## src/rtl/cacheline_burst_adaptor.sv

```systemverilog
// cacheline_burst_adaptor
// Adapts one-line-per-request cache traffic to a BUS_W-wide beat interface:
// fills gather LINE_W/BUS_W beats into ca_rdata, writebacks serialise ca_wdata.
// Optional build macro: CA_CWF_EN (critical word first on fills).
// Ports:
//   clk, rst           clock, asynchronous active-high reset
//   ca_read/ca_write   line fill / writeback request (sampled in IDLE only)
//   ca_addr, ca_wdata  line byte address and writeback data
//   ca_rdata, ca_resp  assembled fill line and one-cycle completion pulse
//   pm_read/pm_write   beat request, held high for a whole burst
//   pm_addr, pm_wdata  beat byte address and write data
//   pm_rdata, pm_resp  beat read data and beat accept/valid
module cacheline_burst_adaptor #(
    parameter int unsigned LINE_W = 256,
    parameter int unsigned BUS_W  = 32,
    parameter int unsigned ADDR_W = 32
) (
    input  logic              clk,
    input  logic              rst,
    input  logic              ca_read,
    input  logic              ca_write,
    input  logic [ADDR_W-1:0] ca_addr,
    input  logic [LINE_W-1:0] ca_wdata,
    output logic [LINE_W-1:0] ca_rdata,
    output logic              ca_resp,
    output logic              pm_read,
    output logic              pm_write,
    output logic [ADDR_W-1:0] pm_addr,
    output logic [BUS_W-1:0]  pm_wdata,
    input  logic [BUS_W-1:0]  pm_rdata,
    input  logic              pm_resp
);

    localparam int unsigned BEATS  = LINE_W / BUS_W;
    localparam int unsigned BB     = BUS_W / 8;
    localparam int unsigned LB     = LINE_W / 8;
    localparam int unsigned CNT_W  = $clog2(BEATS);
    localparam int unsigned BOFF_W = $clog2(BB);
    localparam int unsigned LOFF_W = $clog2(LB);

    typedef enum logic [1:0] {IDLE, RD, WR, DONE} state_e;

    state_e             state_q, state_d;
    logic [CNT_W-1:0]   cnt_q, cnt_d;
    logic [CNT_W-1:0]   start_q, start_d;
    logic [ADDR_W-1:0]  base_q, base_d;
    logic [LINE_W-1:0]  shreg_q, shreg_d;
    logic [LINE_W-1:0]  ca_rdata_q, ca_rdata_d;
    logic               ca_resp_q, ca_resp_d;
    logic               pm_read_q, pm_read_d;
    logic               pm_write_q, pm_write_d;
    logic [ADDR_W-1:0]  pm_addr_q, pm_addr_d;
    logic [BUS_W-1:0]   pm_wdata_q, pm_wdata_d;

    logic [ADDR_W-1:0]  line_base;
    logic [CNT_W-1:0]   req_start;
    logic [CNT_W-1:0]   cnt_nxt;
    logic [CNT_W-1:0]   idx;
    logic [CNT_W-1:0]   idx_nxt;
    logic               last_beat;

    // Line-aligned base address; beat offsets are ORed in so they never carry
    // across the line boundary.
    function automatic logic [ADDR_W-1:0] beat_addr(input logic [ADDR_W-1:0] b,
                                                    input logic [CNT_W-1:0]  i);
        beat_addr = b | (ADDR_W'(i) << BOFF_W);
    endfunction

    assign line_base = ca_addr & ~ADDR_W'(LB - 1);

`ifdef CA_CWF_EN
    assign req_start = ca_addr[LOFF_W-1:BOFF_W];
`else
    assign req_start = '0;
`endif

    // Slot index wraps naturally because BEATS is a power of two.
    assign cnt_nxt   = cnt_q + CNT_W'(1);
    assign idx       = start_q + cnt_q;
    assign idx_nxt   = start_q + cnt_nxt;
    assign last_beat = (cnt_q == CNT_W'(BEATS - 1));

    // Next-state and registered-output computation.
    always_comb begin
        state_d    = state_q;
        cnt_d      = cnt_q;
        start_d    = start_q;
        base_d     = base_q;
        shreg_d    = shreg_q;
        ca_rdata_d = ca_rdata_q;
        ca_resp_d  = 1'b0;
        pm_read_d  = pm_read_q;
        pm_write_d = pm_write_q;
        pm_addr_d  = pm_addr_q;
        pm_wdata_d = pm_wdata_q;

        case (state_q)
            IDLE: begin
                if (ca_write || ca_read) begin
                    base_d  = line_base;
                    shreg_d = ca_wdata;
                    cnt_d   = '0;
                    if (ca_write) begin
                        state_d    = WR;
                        start_d    = '0;
                        pm_write_d = 1'b1;
                        pm_addr_d  = line_base;
                        pm_wdata_d = ca_wdata[BUS_W-1:0];
                    end else begin
                        state_d   = RD;
                        start_d   = req_start;
                        pm_read_d = 1'b1;
                        pm_addr_d = beat_addr(line_base, req_start);
                    end
                end
            end
            RD: begin
                if (pm_resp) begin
                    ca_rdata_d[int'(idx) * BUS_W +: BUS_W] = pm_rdata;
                    cnt_d     = cnt_nxt;
                    pm_addr_d = beat_addr(base_q, idx_nxt);
                    if (last_beat) begin
                        pm_read_d = 1'b0;
                        state_d   = DONE;
                    end
                end
            end
            WR: begin
                if (pm_resp) begin
                    shreg_d    = shreg_q >> BUS_W;
                    pm_wdata_d = shreg_q[2*BUS_W-1:BUS_W];
                    cnt_d      = cnt_nxt;
                    pm_addr_d  = beat_addr(base_q, idx_nxt);
                    if (last_beat) begin
                        pm_write_d = 1'b0;
                        state_d    = DONE;
                    end
                end
            end
            DONE: begin
                ca_resp_d = 1'b1;
                cnt_d     = '0;
                state_d   = IDLE;
            end
            default: state_d = IDLE;
        endcase
    end

    // State and output registers.
    always_ff @(posedge clk or posedge rst) begin
        if (rst) begin
            state_q    <= IDLE;
            cnt_q      <= '0;
            start_q    <= '0;
            base_q     <= '0;
            shreg_q    <= '0;
            ca_rdata_q <= '0;
            ca_resp_q  <= 1'b0;
            pm_read_q  <= 1'b0;
            pm_write_q <= 1'b0;
            pm_addr_q  <= '0;
            pm_wdata_q <= '0;
        end else begin
            state_q    <= state_d;
            cnt_q      <= cnt_d;
            start_q    <= start_d;
            base_q     <= base_d;
            shreg_q    <= shreg_d;
            ca_rdata_q <= ca_rdata_d;
            ca_resp_q  <= ca_resp_d;
            pm_read_q  <= pm_read_d;
            pm_write_q <= pm_write_d;
            pm_addr_q  <= pm_addr_d;
            pm_wdata_q <= pm_wdata_d;
        end
    end

    assign ca_rdata = ca_rdata_q;
    assign ca_resp  = ca_resp_q;
    assign pm_read  = pm_read_q;
    assign pm_write = pm_write_q;
    assign pm_addr  = pm_addr_q;
    assign pm_wdata = pm_wdata_q;

endmodule

```

## config.mk

```make
export PLATFORM = sky130hd
export DESIGN_NAME = cacheline_burst_adaptor
export DESIGN_NICKNAME = d
export VERILOG_FILES = /design/src/rtl/cacheline_burst_adaptor.sv
export SDC_FILE = /design/constraint.sdc
export NUM_CORES = 1
export LEC_CHECK = 0
export ABC_AREA = 1
export CAP_MARGIN = 20
export CORE_ASPECT_RATIO = 1.1
export CORE_MARGIN = 2
export CORE_UTILIZATION = 25
export DETAILED_ROUTE_END_ITERATION = 7
export SYNTH_ARGS = -nofsm -noshare
export SYNTH_HDL_FRONTEND = slang
export SYNTH_SLANG_ARGS = --single-unit
```

## constraint.sdc

```tcl
create_clock -name clk -period 30.3 [get_ports clk]
set_input_delay 6.06 -clock clk [delete_from_list [all_inputs] [get_ports clk]]
set_output_delay 6.06 -clock clk [all_outputs]
set_load 0.02 [all_outputs]
```

==> results.ini <==
[min_path]
min_to = ca_rdata[156]$_DFFE_PP0P_
holdPathStages = 2
worstHoldStart = ca_rdata[156]$_DFFE_PP0P_
hp-class = reg2reg

[final_layout]
nets = 3684
syn2layout_area_growth_pct = 39.2
n_fill_cell = 10300
final_area_um2 = 34700
drive_gt1_frac = 0.116
final_util = 0.351
final_cells = 4697

[global_route]
gr-total-overflow = 0
grt_pass1_wl_mm = 129
grt_antenna_before_repair = 24
grt_usage = 0.163
grt_pass1_vias = 20600
grt_max_degree = 236

[sta]
min_period_ps = 9900
finalHoldViolations = 0
post-route-period-util = 0.327
finClkSkew_ps = 24.1
relSlewSlack = 0.344
setup_tns_ps = 0
timing.fmax_ghz = 0.101
slew_viol_final = 0
rsz0062_at_grt = false
worstMarginPinSlew_ps = 984
finalSetupViolCount = 0

[setup_path]
start_kind = primary input
r2r.worst_path.cells = 7
startpoint = rst
timing.rr.start = state_q[0]$_DFFE_PP0P_
ff2ff_setup_slack_ps = 26300
crit_arrival_ps = 10500
timing_worst_setup_path_type = in2async
r2r-end = shreg_q[216]$_DFFE_PP0P_
worstPathMaxFanout = 129
end_kind = async pin
required_ps = 30900

[place]
placed_area_um2 = 32300
hpwlAfterDp_mm = 60.2
dp_cells = 4566
gp_congestion = 0.842
io_buffer_count = 640

[yosys]
synth_xor_area_frac = 0
syn_inst = 2812
synth_top_area_share = 0.578
synthMuxAreaShare = 0
synth.avg_cell_area_um2 = 8.88
synth-simple-area-share = 0.217
synth_most_common_cell = nand2_1
ys_top_cells_by_count = 756 x nand2_1, 577 x dfrtp_1, 565 x o21ai_0
async_reset_ff_frac = 1.00
synth_top_family_by_area = simple AND/OR/NAND/NOR gates
synth-seq-cells = 577
synth_flop_cell = dfrtp_1
yosys_warnings = 0
synth_fa_ha_area_frac = 0.00601
syn-cell-area_um2 = 25000
synth_edf_count = 0
yosys-top-cells-area = dfrtp_1 58%, nand2_1 11%, o21ai_0 11%
yosysTopAreaCell = dfrtp_1
yosysSeqAreaShare = 0.578
synth_compound_area_frac = 0.153
synth_cell_type_count = 29

[die]
die_area_um2 = 102000
die_h_um = 335
die_w_um = 305
core_area_um2 = 99000
num_rows = 121
io-pin-count = 648
start_util = 0.252

[cts]
clock_tree.root_cell = clkbuf_16
insertion_delay_ps = 620
clk_pin_slew_ps = 60
cts_tree = done
cts_sinks = 577
cts_resized = 0
cts_buffer_depth = 3
cts_setup_buffers = 0
postCtsHoldBufs = 0
cts_buffers = 69
h-tree-depth = 3

[route]
drc = 0
wl_mm = 86.3
ant_nets = 0
wl_per_cell_um = 18.4
dr.pass1.iters = 5
num_vias = 21300
vias_per_cell = 4.53
drt_iter0_drc = 1481

[power]
vdd_drop_max_mv = 0.0724
powerDensity_nw_per_um2 = 94.4
power_leakage_nw = 14.9

[outcome]
outcome = completed

[run]
max_cap_violations = 0

## metrics by stage
step	worst slack (ps)	power [W]	hold WS, ps
global route	19820	0.00352	486
floorplan	8100	0.00200	448
detailed placement	19300	0.00245	457
finish	20400	0.00328	468
CTS	19980	0.00333	472
global placement	19300	0.00242	456
## final cells by class
type	instances	area, um^2	share of cell area
diodes	8	20.0	0.000576
clock buffers	93	1930	0.0555
clock inverters	29	438	0.0126
inverters	48	193	0.00555
multi-input cells	1978	9420	0.271
flip-flops and latches	577	14400	0.416
well taps	1291	1620	0.0465
repair buffers	673	6690	0.192
## flip-flops by register name, indices dropped and copies added, names as in the netlist
| name | flops |
|---|---|
| ca_rdata | 256 |
| shreg_q | 224 |
| pm_wdata | 32 |
| pm_addr | 30 |
| base_q | 27 |
| cnt_q | 3 |
| state_q | 2 |
| ca_resp | 1 |
| pm_read | 1 |
| pm_write | 1 |
## critical path: stages
cell and delay (ps):
clkdlybuf4s50_1 500, inv_8 680, buf_4 340, buf_16 310, buf_4 750, buf_4 810
buf_4 820
## cells in the final DEF, fill, tap and decap left out, types with 2 or more instances in the layout
| cell | count |
|---|---|
| nand4_1 | 4 |
| inv_1 | 43 |
| nand2_2 | 3 |
| ha_1 | 10 |
| diode_2 | 8 |
| conb_1 | 2 |
| nand3_1 | 168 |
| inv_2 | 2 |
| nor2_4 | 6 |
| clkinv_16 | 4 |
| or2_2 | 224 |
| clkinv_4 | 2 |
| clkbuf_8 | 11 |
| clkinvlp_4 | 2 |
| clkinv_2 | 11 |
| clkdlybuf4s50_1 | 640 |
| nand3_2 | 4 |
| o21ai_1 | 190 |
| buf_4 | 31 |
| clkinv_8 | 2 |
| clkbuf_16 | 69 |
| nand3_4 | 2 |
| o21ai_0 | 565 |
| clkbuf_1 | 13 |
| nor2_1 | 36 |
| inv_6 | 3 |
| dfrtp_1 | 576 |
| bufinv_16 | 6 |
| nand2_1 | 755 |
## worst max path at each step
stage | to | depth (start not counted)
after floorplan | base_q[10]$_DFFE_PP0P_ | 1
after global placement | shreg_q[85]$_DFFE_PP0P_ | 6
after detailed placement | shreg_q[85]$_DFFE_PP0P_ | 6
after CTS | shreg_q[55]$_DFFE_PP0P_ | 6
after global routing | shreg_q[55]$_DFFE_PP0P_ | 7
final | shreg_q[55]$_DFFE_PP0P_ | 7
## kinds of logic (layout without fill, tap and decap cells)
logic type                 Yosys count  after routing
AOI/OAI and AO/OA                  759            759
buffers and inverters              258            843
DFF                                577            577
other                                1             10
and+or+nand+nor                   1205           1205
adders and majority gates           12             12
## power by group
group / switching, W / internal (W)
registers: 0.000125 / 0.00102
logic: 0.000829 / 0.000445
clock network: 0.000354 / 0.000505
## per-layer routing
layer / wire length, um / track usage
met1: 35200 / 0.196
met2: 40400 / 0.268
met3: 7840 / 0.0607
met4: 2640 / 0.0571
met5: 193 / 0
Power figures use the tool's default switching activity.
